File: src/rtl/ir_load_sequencer.sv
// ir_load_sequencer
// Strobe sequencer for the M8522 IR board. It turns a fetch request into the
// ordered pulse train loadIR -> loadDRAM (DRADR) -> DRAM wait -> loadDRAM
// (A/B/J). It also arbitrates diagnostic load (06X) and read (13X) functions
// against fetches, so only one strobe is ever active on the IR board.
// All outputs come straight from flops. Each one is decoded from the next
// state, so every strobe is glitch-free and aligned with its state.

module ir_load_sequencer #(
    parameter int unsigned DRAM_LATENCY     = 1,  // 1..7 cycles, DRADR latch to valid douta
    parameter int unsigned DIAG_READ_CYCLES = 2   // 1..7 cycles 13X drives EBUS
) (
    input  logic       clk,
    input  logic       reset,
    input  logic       fetchReq,
    input  logic       fetchFromAD,
    input  logic       diagReq,
    input  logic       diagIsRead,
    input  logic [2:0] diagFunc,
    output logic       loadIR,
    output logic       mbXfer,
    output logic       loadDRAM,
    output logic       diagLoadFunc06X,
    output logic       diagReadFunc13X,
    output logic [2:0] diag,
    output logic       fetchBusy,
    output logic       fetchDone,
    output logic       diagAck,
    output logic       dramValid
);

    typedef enum logic [2:0] {
        S_IDLE,
        S_LD_IR,
        S_LD_ADR,
        S_WAIT,
        S_LD_OUT,
        S_DONE,
        S_DG_LD,
        S_DG_RD
    } state_e;

    localparam logic [2:0] LAT_INIT  = 3'(DRAM_LATENCY);
    localparam logic [2:0] READ_INIT = 3'(DIAG_READ_CYCLES);

    state_e     state_q, state_d;
    logic [2:0] cnt_q, cnt_d;          // shared by DRAM wait and diag read hold
    logic       src_q, src_d;          // latched fetchFromAD
    logic [2:0] diag_q, diag_d;        // latched diagFunc
    logic       dram_valid_q, dram_valid_d;
    logic       load_ir_q, load_ir_d;
    logic       mb_xfer_q, mb_xfer_d;
    logic       load_dram_q, load_dram_d;
    logic       dg_ld_q, dg_ld_d;
    logic       dg_rd_q, dg_rd_d;
    logic       busy_q, busy_d;
    logic       done_q, done_d;
    logic       ack_q, ack_d;

    // Next-state, counter, latched-field and registered-output decode
    always_comb begin
        // NOTE: every variable gets a default first, so no path leaves one
        // unassigned and no latch is inferred.
        state_d      = state_q;
        cnt_d        = cnt_q;
        src_d        = src_q;
        diag_d       = diag_q;
        dram_valid_d = dram_valid_q;

        case (state_q)
            S_IDLE: begin
                // Diag wins a simultaneous request.
                if (diagReq) begin
                    diag_d = diagFunc;
                    if (diagIsRead) begin
                        state_d = S_DG_RD;
                        cnt_d   = READ_INIT;
                    end else begin
                        // enIO_JRST/enAC may remap DRADR, so DRAM output is stale.
                        state_d      = S_DG_LD;
                        dram_valid_d = 1'b0;
                    end
                end else if (fetchReq) begin
                    src_d        = fetchFromAD;
                    dram_valid_d = 1'b0;
                    state_d      = S_LD_IR;
                end
            end
            S_LD_IR:  state_d = S_LD_ADR;
            S_LD_ADR: begin
                state_d = S_WAIT;
                cnt_d   = LAT_INIT;
            end
            S_WAIT: begin
                cnt_d = cnt_q - 3'd1;
                if (cnt_q == 3'd1) state_d = S_LD_OUT;
            end
            S_LD_OUT: begin
                state_d      = S_DONE;
                dram_valid_d = 1'b1;
            end
            S_DONE:   state_d = S_IDLE;
            S_DG_LD:  state_d = S_IDLE;
            S_DG_RD: begin
                cnt_d = cnt_q - 3'd1;
                if (cnt_q == 3'd1) state_d = S_IDLE;
            end
            default:  state_d = S_IDLE;
        endcase

        // Strobes are decoded from the state being entered. Each output is
        // then high for exactly the cycles spent in that state.
        load_ir_d   = (state_d == S_LD_IR);
        mb_xfer_d   = (state_d == S_LD_IR) && src_d;
        load_dram_d = (state_d == S_LD_ADR) || (state_d == S_LD_OUT);
        dg_ld_d     = (state_d == S_DG_LD);
        dg_rd_d     = (state_d == S_DG_RD);
        busy_d      = (state_d != S_IDLE);
        done_d      = (state_d == S_DONE);
        ack_d       = (state_d == S_DG_LD) || ((state_d == S_DG_RD) && (cnt_d == 3'd1));
    end

    // Single state register. Reset aborts any operation with no done/ack.
    always_ff @(posedge clk or posedge reset) begin
        if (reset) begin
            state_q      <= S_IDLE;
            cnt_q        <= 3'd0;
            src_q        <= 1'b0;
            diag_q       <= 3'd0;
            dram_valid_q <= 1'b0;
            load_ir_q    <= 1'b0;
            mb_xfer_q    <= 1'b0;
            load_dram_q  <= 1'b0;
            dg_ld_q      <= 1'b0;
            dg_rd_q      <= 1'b0;
            busy_q       <= 1'b0;
            done_q       <= 1'b0;
            ack_q        <= 1'b0;
        end else begin
            // NOTE: non-blocking assignments, so every flop samples the
            // pre-edge values regardless of statement order.
            state_q      <= state_d;
            cnt_q        <= cnt_d;
            src_q        <= src_d;
            diag_q       <= diag_d;
            dram_valid_q <= dram_valid_d;
            load_ir_q    <= load_ir_d;
            mb_xfer_q    <= mb_xfer_d;
            load_dram_q  <= load_dram_d;
            dg_ld_q      <= dg_ld_d;
            dg_rd_q      <= dg_rd_d;
            busy_q       <= busy_d;
            done_q       <= done_d;
            ack_q        <= ack_d;
        end
    end

    assign loadIR          = load_ir_q;
    assign mbXfer          = mb_xfer_q;
    assign loadDRAM        = load_dram_q;
    assign diagLoadFunc06X = dg_ld_q;
    assign diagReadFunc13X = dg_rd_q;
    assign diag            = diag_q;
    assign fetchBusy       = busy_q;
    assign fetchDone       = done_q;
    assign diagAck         = ack_q;
    assign dramValid       = dram_valid_q;

endmodule

File: config.mk
export PLATFORM = sky130hd
export DESIGN_NAME = ir_load_sequencer
export DESIGN_NICKNAME = d
export VERILOG_FILES = /design/src/rtl/ir_load_sequencer.sv
export SDC_FILE = /design/constraint.sdc
export NUM_CORES = 1
export LEC_CHECK = 0
export ABC_CLOCK_PERIOD_IN_PS = 2940
export CELL_PAD_IN_SITES_DETAIL_PLACEMENT = 0
export CELL_PAD_IN_SITES_GLOBAL_PLACEMENT = 1
export CORE_AREA = 2 2 52 54
export CTS_CLUSTER_DIAMETER = 100
export DETAILED_ROUTE_END_ITERATION = 6
export DIE_AREA = 0 0 54 56
export GPL_TIMING_DRIVEN = 1
export PLACE_DENSITY = 0.82
export SLEW_MARGIN = 20
export SYNTH_ARGS = -nofsm -noshare
export SYNTH_HDL_FRONTEND = slang
export SYNTH_SLANG_ARGS = --single-unit
File: constraint.sdc
create_clock -name clk -period 2.94 [get_ports clk]
set_input_delay 0.294 -clock clk [delete_from_list [all_inputs] [get_ports clk]]
set_output_delay 0.294 -clock clk [all_outputs]
set_load 0.02 [all_outputs]
-- Yosys cells after proc, flatten, opt, wreduce, memory -nomap -nowiden
Cells that the tools add are included.
- bitwise operators: 0
- shift operators: 0
- reductions and logical operators: 11
- magnitude comparators: 0
- div/mod/pow operators: 0
- add/sub/neg operators: 1
- multiplexer cells: 16
- multiply operators: 0
- equal/unequal tests: 17
- operators with widths (kind ; number):
    3-bit equality test, second input constant ; 8
    3-bit one-hot mux with 7 select lines ; 1
    3-bit two-way mux ; 6
    3-bit by 1-bit equality test with 1-bit output, second input constant ; 4
    3-bit by 2-bit equality test with 1-bit output, second input constant ; 3
    3-bit one-hot mux with 3 select lines ; 1
    1-bit two-way mux ; 7
    3-bit != test, second input constant ; 2
    2-bit OR reduction ; 2
    3-bit logical NOT ; 1
    3-bit AND reduction ; 1
    3-bit nonzero test ; 1
    3-bit by 1-bit subtractor with 3-bit output, second input constant ; 1
    1-bit logical AND ; 2
    1-bit logical OR ; 2
    1-bit one-hot mux with 2 select lines ; 1
    2-bit AND reduction ; 1
    2-bit nonzero test ; 1
- memories: 0
- output and inout bits: 12
- memory bits (writable): 0
- logic and storage cells: 58
- bits in latches: 0
- register bits after elaboration: 19
- input bits: 9
- bits in read-only memories: 0

-- Longest topological paths before layout
Gate-level depths: netlist (run 1).
- depth after elaboration: 6
- depth in mapped cells: 6
- mapped depth without buffers: 6

-- Least setup slack after synthesis (run 1)
No wires, ideal clock.
- path kind: flip-flop to flip-flop
- start point: register cnt_q[0]
- end point: register ack_q, in the netlist diagAck
- setup time: 127 ps
- period minus slack after synthesis: 1408 ps
- cell stages (with the launch flop): 7
- setup slack: 1532 ps
- arrival: 1280 ps
- buffers on the path: 0
- data required time: 2813 ps
- cell sequence: dfrtp_1 -> inv_1 -> ha_1 -> nor2b_1 -> o221a_2 -> o2111ai_1 -> o21ai_1
- longest elaborated chain between the ends: 6
- elaborated cells between the ends (all ways): 13
- those cells by class: 1 x add/sub; 4 x eq/ne; 6 x mux; 2 x reduce/logical
- RTL lines (what ; line ; RTL):
    start, declared ; 47 ; logic [2:0] cnt_q, cnt_d;
    start signal, assigned ; 143 ; cnt_q <= cnt_d;
    parallel branches: the longest is 5 deep, another holds 3-bit by 1-bit subtractor with 3-bit output ; n/a ;
    1-bit logical OR (*) ; 120 ; ack_d = (state_d == S_DG_LD) || ((state_d == S_DG_RD) && (cnt_d == 3'd1));
    net ack_d ; 58 ; logic ack_q, ack_d;
    end signal, assigned ; 154 ; ack_q <= ack_d;
    end, declared ; 58 ;
Mark *: on every way through the listed nets, which the timed path passes.
A chain may end at the register's enable or synchronous reset.

-- Worst setup path in the final report (run 1)
- start point: register state_q[1]
- end point: register dg_rd_q, in the netlist diagReadFunc13X
- longest elaborated chain between the ends: 4
- elaborated cells between the ends (all ways): 15
- those cells by class: 8 x eq/ne; 5 x mux; 2 x reduce/logical
- RTL lines (what ; line ; RTL):
    start, declared ; 46 ; state_e state_q, state_d;
    start signal, assigned ; 142 ; state_q <= state_d;
    3-bit equality test ; 70 ; case (state_q)
    2-bit OR reduction (no source line) ; n/a ;
    3-bit one-hot mux with 7 select lines (*) ; 70 ;
    net state_d[0] ; 46 ;
    3-bit equality test (*) ; 117 ; dg_rd_d = (state_d == S_DG_RD);
    net dg_rd_d ; 55 ; logic dg_rd_q, dg_rd_d;
    end signal, assigned ; 151 ; dg_rd_q <= dg_rd_d;
    end, declared ; 55 ;
Mark *: on every way through the listed nets, which the timed path passes. The rest lies on a longest branch.

==> results.json, run 1 <==
{
  "cts.path.max_buffers": 2,
  "critPathMostFrequentCell": "sky130_fd_sc_hd__and2_1",
  "highest_delay_cell_along_the_critical_path": "sky130_fd_sc_hd__dfrtp_1",
  "grt_max_degree": 19,
  "core.rowCount": 18,
  "drc_errors": 0,
  "drt_iter0_markers": 5,
  "portBuffers": 20,
  "wl_um": 1820,
  "numCtsBuffers": 3,
  "cts_hold_buf": 0,
  "grtUsageTotal_pct": 13.5,
  "regToRegSetupSlack_ps": 1190,
  "detailedPlacementHpwl_um": 1320,
  "fp.coreArea_um2": 2430,
  "largest_cells_by_area_after_synthesis": "sky130_fd_sc_hd__dfrtp_1, sky130_fd_sc_hd__and2_1, sky130_fd_sc_hd__ha_1",
  "worst_setup_hold_path_clk_slew_ps": 100,
  "async_reset_ff_share_pct": 100,
  "worst_path_max_stage_delay_ps": 800,
  "fp.dieH_um": 56,
  "total_power_mw": 1.26,
  "filler_cell_count": 218,
  "drive_above_1_share_pct": 17.0,
  "synthDistinctLibCells": 41,
  "endpoint_class_of_the_critical_path": "register",
  "ant_nets": 0,
  "clkLatencyLatePin_ps": 290,
  "holdCritPathClass": "input pin to asynchronous set/reset pin",
  "sequential_cell_area_in_the_final_layout_um2": 450,
  "internal_power_mw": 0.733,
  "worst_slew_pin_slew_ps": 682,
  "worst-endpoint-arrival_ps": 1990,
  "timing.critical_path.cells": "and2_1 -> a21oi_2 -> a31oi_4 -> and2_1",
  "fraction_of_post_synthesis_cell_area_in_the_top_cell_type_by_area_pct": 45.9,
  "synth.ff_latch_count": 18,
  "synth-edff-count": 0,
  "final_cell_mix": "sky130_fd_sc_hd__clkdlybuf4s50_1, sky130_fd_sc_hd__dfrtp_1, sky130_fd_sc_hd__and2_1, sky130_fd_sc_hd__nor2_1, sky130_fd_sc_hd__a21oi_1",
  "power_density_nw_per_um2": 1030,
  "finalWeightedCongestion": 0.800,
  "io_pins": 21,
  "net-switching-power_mw": 0.526,
  "die-area_um2": 3020,
  "critical_path_required_ps": 3170,
  "mapped_cell_area_um2": 981,
  "final.period_utilization_pct": 59.7,
  "power.switching_fraction_pct": 41.8,
  "antenna_violations_before_repair": 0,
  "finalHoldViolations": 0,
  "num_vias": 690,
  "syn_inst": 80,
  "worstReg2RegEnd": "diagReadFunc13X$_DFF_PP0_",
  "mapped_nets": 91,
  "layout-area-overhead-vs-synth_pct": 24.4,
  "tritoncts_clock_tree": "yes",
  "antennaDiodeCount": 0,
  "outcome": "completed",
  "worst_slew_margin_rel_pct": 54.5,
  "grt-ovfl-total": 0,
  "critPathMaxFanout": 16,
  "most_common_cell_after_layout_fill_and_taps_aside": "sky130_fd_sc_hd__clkdlybuf4s50_1",
  "floorplan.die.width_um": 54,
  "grt_first_pass_wirelength_um": 3040,
  "utilization_pct": 50.2,
  "clkPwrFrac_pct": 12.0,
  "setup_viol": 0,
  "post_cts_resized": 0,
  "postSynth.topFlopCell": "sky130_fd_sc_hd__dfrtp_1",
  "clock_tree.htree_level_count": 1,
  "timing.clock.skew_ps": 6.95,
  "drv_slew": 0,
  "drt_first_pass_iters": 4,
  "postLayoutSetupSlackWorst_ps": 1190,
  "via_count_of_the_first_global_routing_pass": 669,
  "fmax_mhz": 570,
  "timing.critical_path.from_type": "register",
  "routedWlPerCell_um": 14.0,
  "final_nets": 112,
  "max_cap_violations": 0,
  "setup_tns_ps": 0,
  "worst-setup-path-type": "register to register",
  "synth.avg_cell_area_um2": 12.3,
  "drt_via_density": 5.31,
  "total_leakage_power_nw": 0.507,
  "reg2reg_depth": 4,
  "pre_cts_ws_ps": 1100,
  "clockRootBuffer": "sky130_fd_sc_hd__clkbuf_4",
  "cts.sink_count": 18,
  "final.min_clock_period_ps": 1750,
  "crit-reg2reg-launch": "state_q[1]$_DFF_PP0_",
  "seqPwrFrac_pct": 37.9,
  "irDropWorstVdd_v": 0.000524,
  "post-cts-setup-buffers": 0,
  "yosys_warnings": 0,
  "start_util_pct": 40.3,
  "grt_setup_unrepaired": "false",
  "dpl_cell_area_um2": 1180,
  "final_cell_area_um2": 1220,
  "synth_seq_area_share_pct": 45.9,
  "synth.largest_area_cell": "sky130_fd_sc_hd__dfrtp_1",
  "p_comb_share_pct": 50.1,
  "combined_area_of_the_multi_input_logic_cells_um2": 484
}
[how the worst max path moves through the flow]
stage / depth (start not counted) / slack [ps] / startpoint / to
3_3_place_gp: 3 / 1170 / diagReq / diag[1]$_DFFE_PP0P_
4_1_cts: 4 / 1190 / state_q[1]$_DFF_PP0_ / diagReadFunc13X$_DFF_PP0_
5_1_grt: 4 / 1080 / state_q[1]$_DFF_PP0_ / diagAck$_DFF_PP0_
2_1_floorplan: 6 / 1530 / cnt_q[0]$_DFF_PP0_ / diagAck$_DFF_PP0_
3_5_place_dp: 5 / 1100 / diagReq / diagAck$_DFF_PP0_
6_report: 4 / 1190 / state_q[1]$_DFF_PP0_ / diagReadFunc13X$_DFF_PP0_
[per-stage QoR]
step / std cells / hold WS, ps
2_1_floorplan: 80 / 233
3_3_place_gp: 126 / 462
3_5_place_dp: 126 / 475
4_1_cts: 130 / 410
5_1_grt: 130 / 479
6_report: 130 / 387
[critical path: cells and delay by family (launching register included)]
family	cells	cell delay, ps
flops	1	800
simple gates	2	550
compound gates	2	340
[registers in the layout (all words and copies together), names as in the netlist]
signal / count
diagReadFunc13X: 1
fetchBusy: 1
loadIR: 1
dramValid: 1
diagLoadFunc06X: 1
fetchDone: 1
diagAck: 1
diag: 3
cnt_q: 3
mbXfer: 1
state_q: 3
loadDRAM: 1
[synthesized netlist by cell type, types with 2 or more instances]
library cell	number
sky130_fd_sc_hd__a21oi_1	4
sky130_fd_sc_hd__and2_1	5
sky130_fd_sc_hd__buf_6	2
sky130_fd_sc_hd__dfrtp_1	18
sky130_fd_sc_hd__ha_1	2
sky130_fd_sc_hd__inv_1	3
sky130_fd_sc_hd__mux2_2	2
sky130_fd_sc_hd__nand2_1	3
sky130_fd_sc_hd__nand2b_1	3
sky130_fd_sc_hd__nor2_1	5
sky130_fd_sc_hd__nor2b_1	3
[logic make-up (layout without fill, tap and decap cells)]
family	Yosys count	after routing	synth area share [%]
AO/OA/AOI/OAI	22	22	21.6
XOR/XNOR	1	1	0.893
adder cells (fa/ha/maj)	2	2	2.55
buffers and inverters	7	27	4.72
flip-flops	18	18	45.9
multiplexers	3	3	3.44
AND/OR/NAND/NOR	27	27	20.9
[final cells by class]
type	count	area share, %
clock buffer	4	2.97
inverter	3	0.923
tap	30	3.08
timing repair buffer	20	16.4
multi-input combinational	55	39.7
sequential	18	36.9
[power groups by stage]
stage	clock, mW	sequential, mW	combinational, mW
global route	0.167	0.493	0.701
CTS	0.158	0.477	0.637
detailed placement	0	0.482	0.635
global placement	0	0.480	0.628
floorplan	0	0.474	0.477
finish	0.151	0.478	0.630
[metal layers]
metal  global-route usage [%]  up-vias  share of wire (%)
li1                         -      329                  -
met1                     18.5      341                 46
met2                     20.2       20                 48
met3                     3.23        0                5.7
met4                     5.00        0                  0
met5                        0        -                  0
No activity file was read; power rests on OpenSTA's default activity.
==> run 2, diff against run 1 <==
Settings changed: ABC_CLOCK_PERIOD_IN_PS 2940 to 1800, CORE_AREA 2 2 52 54 to 2 2 54 56, DIE_AREA 0 0 54 56 to 0 0 56 58, PLACE_DENSITY 0.82 to 0.77.
Clock period 2.94 ns to 1.8 ns, I/O delays scaled along.
==> run 2 against run 1 <==
Total power increased by 65%. Cell area increased by 2.7%. Final cell count increased by 4.6%. Maximum frequency increased by 9.6%. Sequential cell count unchanged. Global-route usage increased by 0.29 points. Clock skew increased by 1.9 ps. Hold slack got worse by 180 ps.
==> results.json, run 2 (synthesis results as in run 1) <==
{
  "finish.cell_count_without_fillers": 136,
  "max_cap_violations": 0,
  "detailedPlacementHpwl_um": 1450,
  "critPathMaxFanout": 9,
  "timing.clock.skew_ps": 8.89,
  "irDropWorstVdd_v": 0.000783,
  "setup_tns_ps": 0,
  "worst-endpoint-arrival_ps": 1790,
  "critical_path_required_ps": 1990,
  "antenna_violations_before_repair": 0,
  "final_cell_mix": "sky130_fd_sc_hd__clkdlybuf4s50_1, sky130_fd_sc_hd__dfrtp_1, sky130_fd_sc_hd__buf_4",
  "net-switching-power_mw": 0.859,
  "timing.critical_path.from_type": "register",
  "grt_first_pass_wirelength_um": 3320,
  "worst_slew_margin_rel_pct": 72.9,
  "io_pins": 21,
  "floorplan.die.width_um": 56,
  "numCtsBuffers": 3,
  "layout-area-overhead-vs-synth_pct": 27.7,
  "start_util_pct": 36.8,
  "cts.path.max_buffers": 2,
  "drt_iter0_markers": 10,
  "post-cts-setup-buffers": 0,
  "grt-ovfl-total": 0,
  "final.min_clock_period_ps": 1600,
  "post_cts_resized": 0,
  "core.rowCount": 19,
  "power.switching_fraction_pct": 41.4,
  "cts_hold_buf": 0,
  "num_vias": 700,
  "via_count_of_the_first_global_routing_pass": 671,
  "clock_tree.htree_level_count": 1,
  "clockRootBuffer": "sky130_fd_sc_hd__clkbuf_4",
  "reg2reg_depth": 3,
  "worst-setup-path-type": "register to register",
  "final.period_utilization_pct": 88.9,
  "grt_max_degree": 19,
  "endpoint_class_of_the_critical_path": "register",
  "drive_above_1_share_pct": 21.0,
  "fp.dieH_um": 58,
  "placed_cells_incl_taps": 133,
  "most_common_cell_after_layout_fill_and_taps_aside": "sky130_fd_sc_hd__clkdlybuf4s50_1",
  "setup_viol": 0,
  "power_density_nw_per_um2": 1660,
  "finalHoldViolations": 0,
  "ant_nets": 0,
  "clkLatencyLatePin_ps": 300,
  "worst_slew_pin_slew_ps": 404,
  "internal_power_mw": 1.22,
  "drt_via_density": 5.15,
  "fp.coreArea_um2": 2660,
  "final_nets": 118,
  "p_comb_share_pct": 56.6,
  "finalWeightedCongestion": 0.741,
  "drt_first_pass_iters": 4,
  "grt_setup_unrepaired": "false",
  "tritoncts_clock_tree": "yes",
  "total_leakage_power_nw": 0.529,
  "drv_slew": 0,
  "worst_setup_hold_path_clk_slew_ps": 100,
  "holdCritPathClass": "input pin to asynchronous set/reset pin",
  "seqPwrFrac_pct": 33.9,
  "portBuffers": 20,
  "wl_um": 1860,
  "cts.sink_count": 18,
  "outcome": "completed",
  "routedWlPerCell_um": 13.7,
  "grtUsageTotal_pct": 13.8,
  "antennaDiodeCount": 0,
  "fmax_mhz": 625,
  "die-area_um2": 3250,
  "filler_cell_count": 271,
  "clkPwrFrac_pct": 9.5,
  "drc_errors": 0
}
-- run 2: path summary, 6_finish.rpt --
path,startpoint,endpoint,slack [ps]
hold reg to reg,dramValid$_DFFE_PP0P_,dramValid$_DFFE_PP0P_,490
setup / recovery,state_q[1]$_DFF_PP0_,diag[2]$_DFFE_PP0P_,200
hold / removal,reset,diagAck$_DFF_PP0_,210
setup reg to reg,state_q[1]$_DFF_PP0_,diag[2]$_DFFE_PP0P_,200
max in group asynchronous,reset,loadIR$_DFF_PP0_,1390
min in group clk,fetchFromAD,mbXfer$_DFF_PP0_,440
-- run 2: cell type report --
| class | instances | area (um2) | area share (%) |
|---|---|---|---|
| multi-input combinational | 55 | 484 | 38.7 |
| sequential | 18 | 450 | 36.0 |
| timing repair buffer | 26 | 245 | 19.6 |
| tap | 31 | 38.8 | 3.10 |
| clock buffer | 3 | 22.5 | 1.80 |
| inverter | 3 | 11.3 | 0.899 |
-- run 2: stage by stage --
step                total power [mW]  hold slack (ps)  instance area [um2]  utilization (%)  worst slack, ps
finish                          2.07              208                 1250             47.0              200
detailed placement              1.90              478                 1230             46.2             63.2
global route                    2.24              264                 1250             47.0             92.9
floorplan                       1.55              119                  981                -              392
global placement                1.88              460                 1230             46.2              136
CTS                             2.10              209                 1250             47.0              194
-- run 2: critical path: stages, from the launching register on --
cell and delay, ps:
sky130_fd_sc_hd__dfrtp_1 490, sky130_fd_sc_hd__buf_4 200, sky130_fd_sc_hd__nor4b_4 420, sky130_fd_sc_hd__mux2_2 380
-- run 2: per-layer routing --
layer	GRT usage, %	routed length (um)
met1	17.4	830
met2	21.8	888
met3	3.57	104
met4	7.14	34
met5	0	0
-- run 2: power by group through the flow --
stage	clock [mW]	sequential [mW]	combinational [mW]
floorplan	0	0.774	0.780
global placement	0	0.708	1.17
detailed placement	0	0.711	1.18
CTS	0.205	0.703	1.19
global route	0.221	0.733	1.29
finish	0.198	0.703	1.17
==> run 3, diff against run 2 <==
Settings changed: ABC_CLOCK_PERIOD_IN_PS 1800 to 1600.
Clock period 1.8 ns to 1.6 ns, I/O delays scaled along.
==> run 3 against run 2 <==
Critical path depth up 3. Utilization up 2.4 points. Combinational power increased by 25%. Critical endpoint is now diagAck$_DFF_PP0_.
==> results.json, run 3 (synthesis results as in run 1) <==
{
  "core.rowCount": 19,
  "endpoint_class_of_the_critical_path": "register",
  "drt_first_pass_iters": 4,
  "wl_met1_um": 858,
  "worstReg2RegEnd": "diagAck$_DFF_PP0_",
  "numCtsBuffers": 3,
  "finalHoldViolations": 0,
  "grt-ovfl-total": 0,
  "routedWlPerCell_um": 14.2,
  "via_count_of_the_first_global_routing_pass": 729,
  "power_density_nw_per_um2": 1940,
  "pre_cts_ws_ps": 1.28,
  "total_power_mw": 2.55,
  "layout-area-overhead-vs-synth_pct": 34.2,
  "worst_slew_pin_slew_ps": 418,
  "io_pins": 21,
  "worst-setup-path-type": "register to register",
  "max_cap_violations": 0,
  "reg2reg_depth": 6,
  "worst_slew_margin_rel_pct": 72.1,
  "dpl_cell_area_um2": 1250,
  "antenna_violations_before_repair": 0,
  "detailedPlacementHpwl_um": 1510,
  "die-area_um2": 3250,
  "fin_worst_hold_slack_ps": 174,
  "grt_first_pass_wirelength_um": 3340,
  "final_cell_area_um2": 1320,
  "final.period_utilization_pct": 94.5,
  "holdCritPathClass": "input pin to asynchronous set/reset pin",
  "cts_hold_buf": 0,
  "fmax_mhz": 662,
  "cts.path.max_buffers": 2,
  "regToRegSetupSlack_ps": 90,
  "fp.dieH_um": 58,
  "ant_nets": 0,
  "internal_power_mw": 1.50,
  "worst_setup_hold_path_clk_slew_ps": 110,
  "cts.sink_count": 18,
  "postLayoutSetupSlackWorst_ps": 88.6,
  "crit-reg2reg-launch": "cnt_q[0]$_DFF_PP0_",
  "drive_above_1_share_pct": 27.5,
  "seqPwrFrac_pct": 31.9,
  "clock_tree.htree_level_count": 1,
  "clkPwrFrac_pct": 11.0,
  "wl_met3_um": 118,
  "most_common_cell_after_layout_fill_and_taps_aside": "sky130_fd_sc_hd__clkdlybuf4s50_1",
  "critPathMaxFanout": 5,
  "top_layer_used": "met4",
  "total_leakage_power_nw": 0.557,
  "wl_met2_um": 982,
  "drt_iter0_markers": 7,
  "clkLatencyLatePin_ps": 290,
  "worst-endpoint-arrival_ps": 1700,
  "timing.clock.skew_ps": 9.13,
  "critical_path_required_ps": 1790,
  "post-cts-setup-buffers": 0,
  "outcome": "completed",
  "final_nets": 121,
  "antennaDiodeCount": 0,
  "final_cell_mix": "sky130_fd_sc_hd__clkdlybuf4s50_1, sky130_fd_sc_hd__dfrtp_1, sky130_fd_sc_hd__buf_4",
  "timing.critical_path.from_type": "register",
  "grtUsageTotal_pct": 13.1,
  "p_comb_share_pct": 57.1,
  "start_util_pct": 36.8,
  "net-switching-power_mw": 1.05,
  "grt_setup_unrepaired": "false",
  "finalWeightedCongestion": 0.735,
  "drt_via_density": 5.19,
  "drv_slew": 0,
  "grt_max_degree": 19,
  "portBuffers": 20,
  "tritoncts_clock_tree": "yes",
  "clockRootBuffer": "sky130_fd_sc_hd__clkbuf_4",
  "floorplan.die.width_um": 56,
  "num_vias": 727,
  "setup_viol": 0,
  "setup_tns_ps": 0,
  "wl_um": 1980,
  "fp.coreArea_um2": 2660,
  "drc_errors": 0,
  "final.min_clock_period_ps": 1510,
  "irDropWorstVdd_v": 0.000863,
  "power.switching_fraction_pct": 41.1
}
[run 3: worst max-delay path, stage by stage (launching register included)]
cell and delay, ps:
sky130_fd_sc_hd__dfrtp_1 430, sky130_fd_sc_hd__inv_1 90, sky130_fd_sc_hd__ha_1 300, sky130_fd_sc_hd__nor2b_1 130
sky130_fd_sc_hd__o221a_2 260, sky130_fd_sc_hd__o2111ai_1 90, sky130_fd_sc_hd__o21ai_1 90
[run 3: power by group through the flow]
stage	logic, mW	clock network [mW]	registers, mW
finish	1.46	0.280	0.813
global route	1.56	0.311	0.843
CTS	1.37	0.293	0.809
detailed placement	1.37	0	0.814
global placement	1.34	0	0.816
floorplan	0.877	0	0.871
[run 3: final cells by class]
cell class	instances	area, um2
Fill cell	256	1350
Inverter	3	11.3
Clock buffer	4	36.3
Tap cell	31	38.8
Timing Repair Buffer	29	268
Sequential cell	18	452
Multi-Input combinational cell	55	510
[run 3: stage by stage]
stage          instances  util [%]
6_report             140      49.4
5_1_grt              140      49.4
4_1_cts              140      48.4
3_5_place_dp         136      47.0
3_3_place_gp         136      47.0
2_1_floorplan         80         -
[run 3: timing repair]
action                     in CTS  in global routing
setup endpoints to repair       0                  4
resized for setup               0                  6
hold endpoints to repair        0                  0
[run 3: layer usage]
| layer | vias up | GRT usage [%] |
|---|---|---|
| li1 | 348 | - |
| met1 | 354 | 16.2 |
| met2 | 21 | 23.0 |
| met3 | 4 | 2.90 |
| met4 | 0 | 4.08 |
| met5 | - | 0 |
[run 3: how the worst max path moves through the flow]
stage,start,to,cells after the start
after global routing,cnt_q[0]$_DFF_PP0_,diagAck$_DFF_PP0_,6
final,cnt_q[0]$_DFF_PP0_,diagAck$_DFF_PP0_,6
after global placement,diagReq,loadDRAM$_DFF_PP0_,5
after floorplan,cnt_q[0]$_DFF_PP0_,diagAck$_DFF_PP0_,6
after detailed placement,diagReq,fetchBusy$_DFF_PP0_,5
after CTS,state_q[1]$_DFF_PP0_,fetchBusy$_DFF_PP0_,4
